`src/rtl/multicycle_controller.sv`:
```
// Multicycle sequencer: walks each instruction through fetch/decode/execute/memory/writeback,
// owns the NZCV flags and condition evaluation, and drives every datapath select and enable.
module multicycle_controller (
   input  logic       clk,
   input  logic       reset,
   input  logic [3:0] Cond,
   input  logic [1:0] Op,
   input  logic [5:0] Funct,
   input  logic [3:0] RD,
   input  logic [3:0] ALUFlags,
   output logic       PCWrite,
   output logic       RegWrite,
   output logic       MemWrite,
   output logic       IRWrite,
   output logic       AdrSrc,
   output logic       ALUSrcA,
   output logic [1:0] ALUSrcB,
   output logic [1:0] ResultSrc,
   output logic [1:0] ImmSrc,
   output logic [1:0] RegSrc,
   output logic [3:0] ALUControl,
   output logic [3:0] State,
   output logic       Undef
);

   typedef enum logic [3:0] {
      S_FETCH    = 4'd0,
      S_DECODE   = 4'd1,
      S_MEMADR   = 4'd2,
      S_MEMREAD  = 4'd3,
      S_MEMWB    = 4'd4,
      S_MEMWRITE = 4'd5,
      S_EXECUTER = 4'd6,
      S_EXECUTEI = 4'd7,
      S_ALUWB    = 4'd8,
      S_BRANCH   = 4'd9
   } state_t;

   state_t     state, next_state;
   logic [3:0] flags;
   logic       cond_ex_reg;
   logic       cond_ex;
   logic [3:0] alu_op;
   logic       no_write;
   logic       upd_nz, upd_cv, is_cmp;
   logic       pc_w, reg_w, mem_w, ir_w;
   logic       is_exec;

   always_comb begin
      cond_ex = 1'b0;
      case (Cond)
         4'b0000: cond_ex = flags[2];
         4'b0001: cond_ex = ~flags[2];
         4'b0010: cond_ex = flags[1];
         4'b0011: cond_ex = ~flags[1];
         4'b0100: cond_ex = flags[3];
         4'b0101: cond_ex = ~flags[3];
         4'b0110: cond_ex = flags[0];
         4'b0111: cond_ex = ~flags[0];
         4'b1000: cond_ex = flags[1] & ~flags[2];
         4'b1001: cond_ex = ~flags[1] | flags[2];
         4'b1010: cond_ex = (flags[3] == flags[0]);
         4'b1011: cond_ex = (flags[3] != flags[0]);
         4'b1100: cond_ex = ~flags[2] & (flags[3] == flags[0]);
         4'b1101: cond_ex = flags[2] | (flags[3] != flags[0]);
         4'b1110: cond_ex = 1'b1;
         default: cond_ex = 1'b0;
      endcase
   end

   // Unrecognised commands compute ADD but neither write back nor touch the flags.
   always_comb begin
      alu_op   = 4'b0000;
      no_write = 1'b0;
      upd_nz   = 1'b1;
      upd_cv   = 1'b0;
      is_cmp   = 1'b0;
      case (Funct[4:1])
         4'b0100: upd_cv = 1'b1;
         4'b0010: begin alu_op = 4'b0001; upd_cv = 1'b1; end
         4'b0000: alu_op = 4'b0010;
         4'b1100: alu_op = 4'b0011;
         4'b1010: begin alu_op = 4'b0001; upd_cv = 1'b1; no_write = 1'b1; is_cmp = 1'b1; end
         default: begin no_write = 1'b1; upd_nz = 1'b0; end
      endcase
   end

   always_comb begin
      pc_w       = 1'b0;
      reg_w      = 1'b0;
      mem_w      = 1'b0;
      ir_w       = 1'b0;
      AdrSrc     = 1'b0;
      ALUSrcA    = 1'b0;
      ALUSrcB    = 2'b00;
      ResultSrc  = 2'b00;
      ALUControl = 4'b0000;
      Undef      = 1'b0;
      next_state = S_FETCH;
      case (state)
         S_FETCH: begin
            ir_w = 1'b1; pc_w = 1'b1; ALUSrcA = 1'b1; ALUSrcB = 2'b10; ResultSrc = 2'b10;
            next_state = S_DECODE;
         end
         S_DECODE: begin
            ALUSrcA = 1'b1; ALUSrcB = 2'b10; ResultSrc = 2'b10;
            case (Op)
               2'b01:   next_state = S_MEMADR;
               2'b00:   next_state = Funct[5] ? S_EXECUTEI : S_EXECUTER;
               2'b10:   next_state = S_BRANCH;
               default: begin Undef = 1'b1; next_state = S_FETCH; end
            endcase
         end
         S_MEMADR: begin
            ALUSrcB = 2'b01;
            next_state = Funct[0] ? S_MEMREAD : S_MEMWRITE;
         end
         S_MEMREAD: begin AdrSrc = 1'b1; next_state = S_MEMWB; end
         S_MEMWB: begin
            ResultSrc = 2'b01;
            if (RD == 4'hF) pc_w = cond_ex_reg;
            else            reg_w = cond_ex_reg;
         end
         S_MEMWRITE: begin AdrSrc = 1'b1; mem_w = cond_ex_reg; end
         S_EXECUTER: begin ALUControl = alu_op; next_state = S_ALUWB; end
         S_EXECUTEI: begin ALUSrcB = 2'b01; ALUControl = alu_op; next_state = S_ALUWB; end
         S_ALUWB: begin
            if (!no_write) begin
               if (RD == 4'hF) pc_w = cond_ex_reg;
               else            reg_w = cond_ex_reg;
            end
         end
         S_BRANCH: begin
            ALUSrcB = 2'b01; ResultSrc = 2'b10; pc_w = cond_ex_reg;
         end
         default: next_state = S_FETCH;
      endcase
   end

   assign is_exec = (state == S_EXECUTER) || (state == S_EXECUTEI);

   // Condition is frozen at decode, so a flag-setting op's own writeback uses the old flags.
   always_ff @(posedge clk) begin
      if (reset) begin
         state       <= S_FETCH;
         flags       <= 4'b0000;
         cond_ex_reg <= 1'b0;
      end else begin
         state <= next_state;
         if (state == S_DECODE) cond_ex_reg <= cond_ex;
         if (is_exec && cond_ex_reg && (Funct[0] || is_cmp)) begin
            if (upd_nz) flags[3:2] <= ALUFlags[3:2];
            if (upd_cv) flags[1:0] <= ALUFlags[1:0];
         end
      end
   end

   assign PCWrite  = pc_w & ~reset;
   assign RegWrite = reg_w & ~reset;
   assign MemWrite = mem_w & ~reset;
   assign IRWrite  = ir_w & ~reset;
   assign ImmSrc   = Op;
   assign RegSrc   = {(Op == 2'b01) & ~Funct[0], (Op == 2'b10)};
   assign State    = state;

endmodule

```
`config.mk`:
```
export PLATFORM = sky130hd
export DESIGN_NAME = multicycle_controller
export DESIGN_NICKNAME = d
export VERILOG_FILES = /design/src/rtl/multicycle_controller.sv
export SDC_FILE = /design/constraint.sdc
export NUM_CORES = 1
export LEC_CHECK = 0
export BUFFER_PORTS_ARGS = -buffer_cell sky130_fd_sc_hd__buf_2
export CORE_MARGIN = 5
export CORE_UTILIZATION = 47
export DETAILED_ROUTE_END_ITERATION = 6
export GPL_TIMING_DRIVEN = 0
export PLACE_DENSITY_LB_ADDON = 0.2
export SLEW_MARGIN = 10
export SYNTH_ARGS = -nofsm -noshare
export SYNTH_HDL_FRONTEND = slang
export SYNTH_SLANG_ARGS = --single-unit
```
`constraint.sdc`:
```
create_clock -name clk -period 2.1 [get_ports clk]
set_clock_uncertainty 0.05 [all_clocks]
set_input_delay 0.21 -clock clk [delete_from_list [all_inputs] [get_ports clk]]
set_output_delay 0.21 -clock clk [all_outputs]
set_load 0.005 [all_outputs]
```
==> results of run 1 <==
layer usage:
layer,vias to the layer above,part of all wire,GRT usage
met5,-,0,0
met4,0,0.0044,0.0426
met3,2,0.11,0.0256
met1,451,0.45,0.216
met2,48,0.44,0.281
li1,524,-,-
cell families (layout without fill, tap and decap cells):
| group | count (synthesis) | in the layout | share of synthesized area |
|---|---|---|---|
| XOR/XNOR | 6 | 6 | 0.0625 |
| multiplexers | 6 | 6 | 0.0714 |
| AO/OA/AOI/OAI | 27 | 27 | 0.213 |
| AND/OR/NAND/NOR | 55 | 55 | 0.347 |
| flip-flops | 9 | 9 | 0.214 |
| buffers and inverters | 15 | 60 | 0.0878 |
| other | 1 | 2 | 0.00446 |
final cells by class:
cell class              count  area [µm²]  area share
flip-flops and latches      9         180       0.163
clock buffers               4        26.3      0.0237
inverters                   6        22.5      0.0203
repair buffers             41         205       0.185
plain buffers               9        51.3      0.0463
multi-input cells          96         591       0.533
well taps                  25        31.3      0.0282
synthesized netlist by cell type, types with 3 or more instances:
| cell | n | area share |
|---|---|---|
| dfxtp_1 | 9 | 0.21 |
| inv_1 | 5 | 0.022 |
| xor2_1 | 4 | 0.042 |
| buf_4 | 4 | 0.036 |
| nand2b_1 | 6 | 0.045 |
| a21oi_1 | 8 | 0.048 |
| clkbuf_1 | 3 | 0.013 |
| o21ai_0 | 6 | 0.036 |
| mux2i_1 | 6 | 0.071 |
| a211oi_1 | 3 | 0.027 |
| or3_1 | 3 | 0.022 |
| nand2_1 | 6 | 0.027 |
| nor2_1 | 11 | 0.049 |
| nor2b_1 | 5 | 0.037 |
| nor3_1 | 15 | 0.089 |
critical path: cells and delay by family, from the launching register on:
family | cells | cell delay (ns)
flops | 1 | 0.33
buf+inv | 2 | 0.35
simple gates | 3 | 0.72
worst max-delay path by stage:
stage                               end  cells past startpoint  startpoint
after global routing      ALUControl[1]                      5    State[3]
after global placement    ALUControl[1]                      5    State[3]
final                     ALUControl[1]                      5    State[3]
after floorplan           ALUControl[1]                      4    State[3]
after detailed placement  ALUControl[1]                      5    State[3]
after CTS                 ALUControl[1]                      5    State[3]
power by group through the flow:
stage          registers (mW)  logic (mW)  clock network, mW
2_1_floorplan           0.187      0.0903                  0
3_3_place_gp            0.187       0.154                  0
3_5_place_dp            0.187       0.158                  0
4_1_cts                 0.183       0.158              0.131
5_1_grt                 0.185       0.178              0.141
6_report                0.183       0.158              0.125
per-stage QoR:
step                utilization  setup WS [ns]  total power, mW
global placement          0.633          0.460            0.341
finish                    0.648          0.189            0.467
global route              0.648         0.0521            0.503
detailed placement        0.633          0.448            0.345
floorplan                     -          0.616            0.277
CTS                       0.648          0.182            0.471
==> reports/metrics.yaml, run 1 <==
setup_path:
  crit_path_start_kind: "flop"
  setup.worst_path.class: "flop to output port"
  path_cells: "clkbuf_1 -> nand2b_1 -> or3_1 -> nor3_1 -> buf_2"
  crit_slowest_cell: "or3_1"
  r2r_start: "flags[1]"
  reg2reg_depth: 5
  endpoint_kind: "output port"
  r2r-end: "cond_ex_reg"
  max_stage_delay_ns: 0.34
  critical_path.max_fanout: 10
  reg2reg_slack_ns: 0.61
  cp.arrival_ns: 1.65
  cp.required_ns: 1.84
logic_synthesis:
  synth_area_um2: 841
  synth_top_flop_cell: "dfxtp_1"
  ys_ff_latch: 9
  synth_cells: 119
  ys_seq_area_frac: 0.214
  yosys.cell_types.count: 36
  async_flop_share: 0
  synth_warnings: 0
  synth_edf_count: 0
  synth_area_per_cell_um2: 7.07
finish:
  area_growth_pct: 31.7
  final_nets: 188
  final_common_cell: "buf_2"
  layout_common_cells: "43 x buf_2, 15 x nor3_1, 11 x nor2_1, 9 x dfxtp_1, 8 x a21oi_1"
  drive_above_1_share: 0.321
  instances_no_fill: 190
  final_area_um2: 1110
  antenna_cells: 0
  fill_cells: 180
place:
  place_inst: 186
  gp_congestion: 0.846
  dp_hpwl_mm: 1.86
  portBuffers: 41
  dpl_cell_area_um2: 1080
floorplan:
  die_x_um: 52.3
  rows: 15
  io_pins: 45
  die_y_um: 52.3
  core_um2: 1710
  start_util: 0.492
  die-area_um2: 2730
drt:
  wl_mm: 2.25
  drc_errors: 0
  num_vias: 1025
  antenna_left: 0
  routedWlPerCell_um: 11.8
  vias_per_cell: 5.39
  initialDrtViolationCount: 22
  dr.pass1.iters: 4
grt:
  grt_pass1_wl_mm: 3.59
  antenna_found_initial: 0
  first_global_vias: 876
  grt_max_degree: 11
  overflow: 0
  grt_use_total: 0.166
pwr:
  power.density_nw_per_um2: 422
  switchingPower_mw: 0.143
  p_leak_nw: 0.508
  p_sw_frac: 0.307
  power_frac_comb: 0.339
  p_int_mw: 0.324
  clockPowerShare: 0.268
  worst_ir_drop_vdd_v: 0.000446
  pwr-share-seq: 0.393
hold_path:
  hold_end: "flags[2]"
  hold_depth: 3
  hold_path.class: "input port to flop"
  worstHoldStart: "ALUFlags[2]"
clocking:
  hold_buffers: 0
  cts_setup_buffers: 0
  clock_latency_ns: 0.25
  numCtsBuffers: 3
  clkSinkCount: 9
  clockBufferDepth: 2
  ctsHtreeMaxLevel: 1
  cts_resized: 0
  cts_tree: "done"
  cts-root-buf: "clkbuf_4"
  clk_pin_slew_ns: 0.06
timing:
  period_share: 0.910
  hold_viol: 0
  setup_viol: 0
  period_needed_ns: 1.91
  slew_violations: 0
  clock.fmax_mhz: 523
  fin_tns_setup_ns: 0
  hold_ws_ns: 0.143
  rsz0062_at_grt: "no"
run:
  drv_cap: 0
outcome:
  outcome: "finished clean"
(Power assumes the default switching activity.)
==> run 2, diff against run 1 <==
CORE_UTILIZATION = 30   (was 47)
==> reports/metrics.yaml, run 2 (synthesized netlist as in run 1, its figures left out) <==
floorplan:
  rows: 19
  die_x_um: 62.9
  io_pins: 45
  start_util: 0.310
  core_um2: 2710
  die_y_um: 62.9
  die-area_um2: 3960
grt:
  use_met3: 0.0252
  antenna_found_initial: 0
  grtUsageMet2: 0.185
  first_global_vias: 879
  grt_max_degree: 11
  grt_use_met1: 0.153
  grt.busiest_layer: "met2"
  grt_pass1_wl_mm: 4.00
  grt_use_total: 0.119
  overflow: 0
finish:
  drive_above_1_share: 0.327
  ff_latch_area_um2: 180
  area_growth_pct: 32.7
  antenna_cells: 0
  multiInputGateArea_um2: 591
  final_common_cell: "buf_2"
  fin_util: 0.412
  final_nets: 188
  layout_common_cells: "43 x buf_2, 15 x nor3_1, 11 x nor2_1, 9 x dfxtp_1, 8 x a21oi_1"
  fill_cells: 300
clocking:
  cts_setup_buffers: 0
  cts_tree: "done"
  ctsHtreeMaxLevel: 1
  clockBufferDepth: 2
  cts_resized: 0
  numCtsBuffers: 3
  clock_latency_ns: 0.26
  clkSinkCount: 9
  hold_buffers: 0
  cts-root-buf: "clkbuf_4"
  clk_pin_slew_ns: 0.07
setup_path:
  critical_path.max_fanout: 10
  cp.arrival_ns: 1.71
  r2r_start: "flags[1]"
  crit_start: "State[3]"
  r2r-end: "cond_ex_reg"
  reg2reg_depth: 5
  reg2reg_slack_ns: 0.60
  crit_path_start_kind: "flop"
  endpoint_kind: "output port"
  setup.worst_path.class: "flop to output port"
  cp.required_ns: 1.84
  critPathCapture: "ALUControl[1]"
pwr:
  p_int_mw: 0.321
  switchingPower_mw: 0.151
  power_frac_comb: 0.337
  pwr-share-seq: 0.389
  p_leak_nw: 0.510
  p_sw_frac: 0.321
  power.density_nw_per_um2: 423
  power_mw: 0.472
  worst_ir_drop_vdd_v: 0.000203
  clockPowerShare: 0.274
drt:
  vias_per_cell: 5.06
  num_vias: 991
  routedWlPerCell_um: 11.9
  dr.pass1.iters: 4
  wl_mm: 2.33
  drc_errors: 0
  antenna_left: 0
  initialDrtViolationCount: 48
timing:
  setup_viol: 0
  period_needed_ns: 1.97
  slew_violations: 0
  period_share: 0.938
  hold_viol: 0
  clock.fmax_mhz: 507
  rsz0062_at_grt: "no"
  fin_tns_setup_ns: 0
  setup_slack_ns: 0.129
outcome:
  outcome: "finished clean"
run:
  drv_cap: 0
hold_path:
  hold_path.class: "input port to flop"
place:
  gp_congestion: 0.849
  place_ws_ns: 0.418
  dp_hpwl_mm: 1.94
  portBuffers: 41
-- run 2: cell count changes in the layout (fill, tap and decap cells not counted), sizes merged --
cell    delta
clkbuf     -1
clkinv     +1
-- run 2: per-layer routing --
layer / share of wire / up-vias / routed length, µm
met3: 0.080 / 2 / 187
met2: 0.45 / 33 / 1050
li1: - / 519 / -
met5: 0 / - / 0
met4: 0.012 / 0 / 28
met1: 0.46 / 437 / 1070
-- run 2: final cells by class --
cell class,count,area share
buffer,9,0.0460
clock buffer,3,0.0202
clock inverter,1,0.00448
inverter,6,0.0202
multi-input combinational,96,0.529
sequential,9,0.161
tap,31,0.0348
timing repair buffer,41,0.184
-- run 2: power groups by stage --
stage / clock network [mW] / logic (mW) / registers (mW)
after floorplan: 0 / 0.0903 / 0.187
after global placement: 0 / 0.157 / 0.187
after detailed placement: 0 / 0.160 / 0.187
after CTS: 0.138 / 0.160 / 0.183
after global routing: 0.146 / 0.180 / 0.185
final: 0.129 / 0.159 / 0.184
-- run 2: worst max-delay path: stages (launching register included) --
cell	delay (ns)
dfxtp_1	0.34
clkbuf_1	0.22
nand2b_1	0.22
or3_1	0.35
nor3_1	0.17
buf_2	0.14
-- run 2: how the worst min path moves through the flow --
stage          slack (ns)  cells past startpoint        start  endpoint
6_report             0.14                      3  ALUFlags[3]  flags[3]
5_1_grt              0.15                      3  ALUFlags[0]  flags[0]
4_1_cts              0.13                      3  ALUFlags[3]  flags[3]
2_1_floorplan        0.23                      1        reset  flags[0]
3_3_place_gp         0.40                      3  ALUFlags[3]  flags[3]
3_5_place_dp         0.40                      3  ALUFlags[0]  flags[0]
-- run 2: metrics by stage --
step	hold WS [ns]	std cells	area, µm²
3_5_place_dp	0.402	192	1090
3_3_place_gp	0.404	192	1090
2_1_floorplan	0.232	120	845
4_1_cts	0.132	196	1120
6_report	0.137	196	1120
5_1_grt	0.150	196	1120
